File: src/rtl/decrypted_image_display.sv
// decrypted_image_display: 640x480 VGA scan-out of a 160x120 RGB332 image held in a
// synchronous RAM. Each source pixel is replicated 2**SCALE_SHIFT times in both
// directions. The image is shown only while the decrypter reports done. A new
// display always starts on a frame boundary. Blanking starts at once when done drops.
module decrypted_image_display #(
  parameter int IMG_W       = 160,
  parameter int IMG_H       = 120,
  parameter int SCALE_SHIFT = 2
) (
  input  logic        clk,
  input  logic        reset,
  input  logic        pixel_en,
  input  logic        done,
  output logic [14:0] rd_addr,
  input  logic [7:0]  rd_data,
  output logic        hsync,
  output logic        vsync,
  output logic [2:0]  vga_r,
  output logic [2:0]  vga_g,
  output logic [1:0]  vga_b,
  output logic        frame_start,
  output logic        showing
);

  // Visible area is the source image scaled up; the totals and sync windows are fixed 640x480@60 timing.
  localparam logic [9:0]  H_VIS    = 10'(IMG_W << SCALE_SHIFT);
  localparam logic [9:0]  V_VIS    = 10'(IMG_H << SCALE_SHIFT);
  localparam logic [9:0]  H_LAST   = 10'd799;
  localparam logic [9:0]  V_LAST   = 10'd524;
  localparam logic [9:0]  HS_FIRST = 10'd656;
  localparam logic [9:0]  HS_LAST  = 10'd751;
  localparam logic [9:0]  VS_FIRST = 10'd490;
  localparam logic [9:0]  VS_LAST  = 10'd491;
  localparam logic [14:0] IMG_W_15 = 15'(IMG_W);

  localparam logic [1:0] ST_IDLE  = 2'd0;
  localparam logic [1:0] ST_ARMED = 2'd1;
  localparam logic [1:0] ST_SHOW  = 2'd2;

  logic [9:0]  hcount_q, hcount_d;
  logic [9:0]  vcount_q, vcount_d;
  logic [1:0]  state_q, state_d;
  logic [14:0] rd_addr_q, rd_addr_d;
  logic        pix_vis_q, pix_vis_d;
  logic        hs_early_q, hs_early_d;
  logic        vs_early_q, vs_early_d;
  logic        hsync_q, hsync_d;
  logic        vsync_q, vsync_d;
  logic [7:0]  rgb_q, rgb_d;
  logic        frame_start_q, frame_start_d;
  logic        showing_q, showing_d;

  logic        visible;
  logic        in_show;
  logic        at_frame_end;
  logic [14:0] row_idx;
  logic [14:0] col_idx;
  logic [14:0] addr_calc;

  // Decode of the current scan position and the RAM address of the source pixel under it.
  always_comb begin
    visible      = (hcount_q < H_VIS) && (vcount_q < V_VIS);
    in_show      = (state_q == ST_SHOW);
    at_frame_end = (hcount_q == H_LAST) && (vcount_q == V_LAST);
    row_idx      = 15'(vcount_q >> SCALE_SHIFT);
    col_idx      = 15'(hcount_q >> SCALE_SHIFT);
    addr_calc    = row_idx * IMG_W_15 + col_idx;
  end

  // Scan counters run in every state; they step only on pixel ticks. frame_start marks the wrap to (0,0).
  always_comb begin
    hcount_d      = hcount_q;
    vcount_d      = vcount_q;
    frame_start_d = 1'b0;
    if (pixel_en) begin
      frame_start_d = at_frame_end;
      if (hcount_q == H_LAST) begin
        hcount_d = 10'd0;
        vcount_d = (vcount_q == V_LAST) ? 10'd0 : vcount_q + 10'd1;
      end else begin
        hcount_d = hcount_q + 10'd1;
      end
    end
  end

  // Display control: arm on done, start showing only at a frame boundary, drop out as soon as done falls.
  always_comb begin
    state_d = state_q;
    case (state_q)
      ST_IDLE:  if (done) state_d = ST_ARMED;
      ST_ARMED: begin
        if (!done) state_d = ST_IDLE;
        else if (frame_start_q) state_d = ST_SHOW;
      end
      ST_SHOW:  if (!done) state_d = ST_IDLE;
      default:  state_d = ST_IDLE;
    endcase
    showing_d = (state_d == ST_SHOW);
  end

  // Two-stage pixel pipeline: tick N issues the RAM read and early sync; tick N+1 emits RGB with the matching sync.
  always_comb begin
    rd_addr_d  = rd_addr_q;
    pix_vis_d  = pix_vis_q;
    hs_early_d = hs_early_q;
    vs_early_d = vs_early_q;
    hsync_d    = hsync_q;
    vsync_d    = vsync_q;
    rgb_d      = rgb_q;
    if (pixel_en) begin
      pix_vis_d  = visible && in_show;
      rd_addr_d  = (visible && in_show) ? addr_calc : 15'd0;
      hs_early_d = !((hcount_q >= HS_FIRST) && (hcount_q <= HS_LAST));
      vs_early_d = !((vcount_q >= VS_FIRST) && (vcount_q <= VS_LAST));
      hsync_d    = hs_early_q;
      vsync_d    = vs_early_q;
      rgb_d      = (pix_vis_q && in_show) ? rd_data : 8'd0;
    end
  end

  // All state and outputs are registered; reset puts the display into a blank, idle, sync-inactive condition.
  always_ff @(posedge clk or posedge reset) begin
    if (reset) begin
      hcount_q      <= 10'd0;
      vcount_q      <= 10'd0;
      state_q       <= ST_IDLE;
      rd_addr_q     <= 15'd0;
      pix_vis_q     <= 1'b0;
      hs_early_q    <= 1'b1;
      vs_early_q    <= 1'b1;
      hsync_q       <= 1'b1;
      vsync_q       <= 1'b1;
      rgb_q         <= 8'd0;
      frame_start_q <= 1'b0;
      showing_q     <= 1'b0;
    end else begin
      hcount_q      <= hcount_d;
      vcount_q      <= vcount_d;
      state_q       <= state_d;
      rd_addr_q     <= rd_addr_d;
      pix_vis_q     <= pix_vis_d;
      hs_early_q    <= hs_early_d;
      vs_early_q    <= vs_early_d;
      hsync_q       <= hsync_d;
      vsync_q       <= vsync_d;
      rgb_q         <= rgb_d;
      frame_start_q <= frame_start_d;
      showing_q     <= showing_d;
    end
  end

  assign rd_addr     = rd_addr_q;
  assign hsync       = hsync_q;
  assign vsync       = vsync_q;
  assign vga_r       = rgb_q[7:5];
  assign vga_g       = rgb_q[4:2];
  assign vga_b       = rgb_q[1:0];
  assign frame_start = frame_start_q;
  assign showing     = showing_q;

endmodule

File: config.mk
export PLATFORM = sky130hd
export DESIGN_NAME = decrypted_image_display
export DESIGN_NICKNAME = d
export VERILOG_FILES = /design/src/rtl/decrypted_image_display.sv
export SDC_FILE = /design/constraint.sdc
export NUM_CORES = 1
export LEC_CHECK = 0
export ABC_AREA = 1
export CAP_MARGIN = 40
export CORE_ASPECT_RATIO = 0.75
export CORE_UTILIZATION = 35
export CTS_BUF_LIST = sky130_fd_sc_hd__clkbuf_4 sky130_fd_sc_hd__clkbuf_8 sky130_fd_sc_hd__clkbuf_16
export CTS_CLUSTER_DIAMETER = 200
export DETAILED_ROUTE_END_ITERATION = 16
export GPL_TIMING_DRIVEN = 0
export HOLD_SLACK_MARGIN = 0.03
export PLACE_DENSITY = 0.56
export SYNTH_ARGS = -nofsm -noshare
export SYNTH_HDL_FRONTEND = slang
export SYNTH_SLANG_ARGS = --single-unit
File: constraint.sdc
create_clock -name clk -period 2.7 [get_ports clk]
set_input_delay 0.405 -clock clk [delete_from_list [all_inputs] [get_ports clk]]
set_output_delay 0.405 -clock clk [all_outputs]
set_load 0.03 [all_outputs]
==> results.toml <==
[power_and_ir_drop]
p_total_mw = 1.92
sw_frac_of_total_pct = 35.6
pwr-share-comb_pct = 26.7
p_leak_nw = 1.76
p_clk_share_pct = 23.8
p_seq_share_pct = 49.5
peakVddDrop_uv = 209
p_int_mw = 1.23
p_per_area_nw_per_um2 = 537
switchingPower_mw = 0.682

[clock_tree]
cts_hold_buf = 0
clk_path_buf_depth = 2
htree_levels = 2
path_clk_slew_ns = 0.10
post_cts.repair.setup_buffers = 0
cts_root_buf = "clkbuf_8"
cts_tree = "built"
clk_latency_ns = 0.31
clock_sinks = 52
cts_resized = 0
cts_buffers = 5

[finish]
num_antenna_cells = 0
final_core_util_pct = 44.5
syn_to_final_growth_pct = 21.1
fin_area_um2 = 3570
nNetsFinal = 449
fillers = 821
drive_above_1_share_pct = 7.43

[floorplan]
dieWidth_um = 108
fp-row-count = 28
floorplan.initialDensity_pct = 36.7
dieArea_um2 = 8800
core-area_um2 = 8020
die_h_um = 81.5
io_pins = 39

[sta]
hold_viol = 0
relSlewSlack_pct = 41.1
setup_ws_ns = 0.249
drv_slew = 0
worst_pin_slew_ns = 0.877
grt_setup_unrepaired = "false"
timing.fmax_mhz = 408
fin_crit_sh_pct = 90.8
skew_ns = 0.0128
min_period_ns = 2.45
tns_ns = 0
setup_violations = 0

[place]
place_congestion = 0.814
place_area_um2 = 3480
hpwl_mm = 4.96
dpl_worst_slack_ns = 0.254
portBuffers = 38

[yosys]
synth-seq-area-share_pct = 44.3
netlist_area_um2 = 2950
yosysMostFrequentCell = "nand2_1"
synth_edf_count = 0
async_flop_share_pct = 100
synth_top_family_by_area = "simple AND/OR/NAND/NOR gates"
synth_common_cells = "101 x nand2_1, 48 x dfrtp_1, 45 x inv_1"
synth_compound_area_share_pct = 8.79
synth-simple-area-share_pct = 27.6
synthFlopType = "dfrtp_1"
ys_ff_latch = 52
synth.largest_area_cell = "dfrtp_1"
synth_fa_ha_area_share_pct = 9.42
synth_mux_area_share_pct = 0
synthTopCellsByArea = "dfrtp_1 41%, nand2_1 13%, ha_1 8.1%"
syn_area_per_cell_um2 = 7.97
ys.warnings.count = 0
synth_cell_type_count = 30
synth_top_area_share_pct = 40.7
synthCells = 370
synth-xor-area-share_pct = 2.08
syn-num-nets = 403

[min_path]
hp-class = "in -> async"

[critical_path]
crit_family = "adder cells"
cp_slowest_cell = "dfrtp_1"
worstPathRequired_ns = 2.90
worstPathBufferInverterCount = 1
critPathLaunchType = "flop"
crit_fanout = 8
cp-end-kind = "flop"
worstSetupPathType = "reg -> reg"
max_stage_delay_ns = 0.51
crit_arrival_ns = 2.65
path_cells = "ha_1 -> ha_1 -> inv_1 -> fa_1 -> nand3b_1 -> nor2_1 -> nand2_1 -> nor2_1 -> nand3_1 -> nand3_1 -> nand2_1"

[drt]
viasPerCell = 4.69
ant_nets = 0
drt-initial-drc-count = 112
drc = 0
vias = 2446
first_pass_iters = 4
drt_wl_total_mm = 6.33
wire_per_inst_um = 12.1

[run_status]
status = "completed"

[global_routing]
grt_pass1_vias = 2221
grt_pass1_wl_mm = 10.8
grt_max_degree = 29
grt_usage_pct = 16.0
grt_antenna_before_repair = 0
grt_remaining_overflow = 0

[flow_run]
maxCapViolations = 0
-- placed cells by master, fill, tap and decap left out, types with 4 or more instances in the layout --
cell / n
nor3_1: 8
dfstp_2: 4
nand3_1: 33
inv_1: 44
o21ai_0: 16
o21ai_1: 18
clkbuf_8: 5
dfrtp_1: 48
inv_2: 9
nor2_1: 21
a21oi_1: 8
xor2_1: 7
ha_1: 19
clkdlybuf4s50_1: 38
nand2_1: 101
nand4_1: 10
-- through the flow --
step	hold WS, ns	std cells
floorplan	0.448	370
global placement	0.452	513
detailed placement	0.463	514
CTS	0.468	522
global route	0.486	522
finish	0.445	522
-- registers in the layout, summed over array words and instances (netlist names), 2 cells and up --
signal    flops
rd_addr      15
hcount_q     10
vcount_q     10
rgb_q         8
state_q       2
-- power groups by stage --
stage	Combinational, mW	Sequential [mW]	Clock (mW)
after global routing	0.602	0.963	0.502
after CTS	0.515	0.949	0.473
after global placement	0.499	0.961	0
after floorplan	0.383	0.947	0
after detailed placement	0.514	0.962	0
final	0.512	0.948	0.456
-- cell families (layout without fill, tap and decap cells) --
| kind of cell | after synthesis | after routing |
|---|---|---|
| AND/OR/NAND/NOR | 183 | 183 |
| XOR/XNOR | 7 | 7 |
| AO/OA/AOI/OAI | 48 | 48 |
| flip-flops | 52 | 52 |
| buffers and inverters | 59 | 106 |
| adder cells (fa/ha/maj) | 21 | 21 |
-- metal layers --
| metal | global-route usage (%) | vias to the layer above | share of wire (%) |
|---|---|---|---|
| li1 | - | 1292 | - |
| met1 | 24.5 | 1109 | 55 |
| met2 | 22.7 | 40 | 40 |
| met3 | 3.33 | 5 | 4.4 |
| met4 | 3.70 | 0 | 0.71 |
| met5 | 0 | - | 0 |
-- layout make-up --
class | instances | area, µm² | area share (%)
Buffer | 5 | 27.5 | 0.771
Clock buffer | 6 | 76.3 | 2.14
Clock inverter | 2 | 12.5 | 0.351
Inverter | 54 | 203 | 5.68
Multi-Input combinational cell | 259 | 1410 | 39.6
Sequential cell | 52 | 1310 | 36.6
Tap cell | 105 | 131 | 3.68
Timing Repair Buffer | 39 | 400 | 11.2
-- path summary, 6_finish.rpt --
check / startpoint / end / slack, ns / depth (start not counted)
max: vcount_q[3] / rd_addr[14] / 0.25 / 11
min: reset / rd_addr[2] / 0.45 / 2
max reg2reg: vcount_q[3] / rd_addr[14] / 0.25 / 11
min reg2reg: hsync / hsync / 0.47 / 2
max in group asynchronous: reset / vs_early_q / 1.63 / 3
min in group clk: hsync / hsync / 0.47 / 2
(Power assumes the default switching activity.)
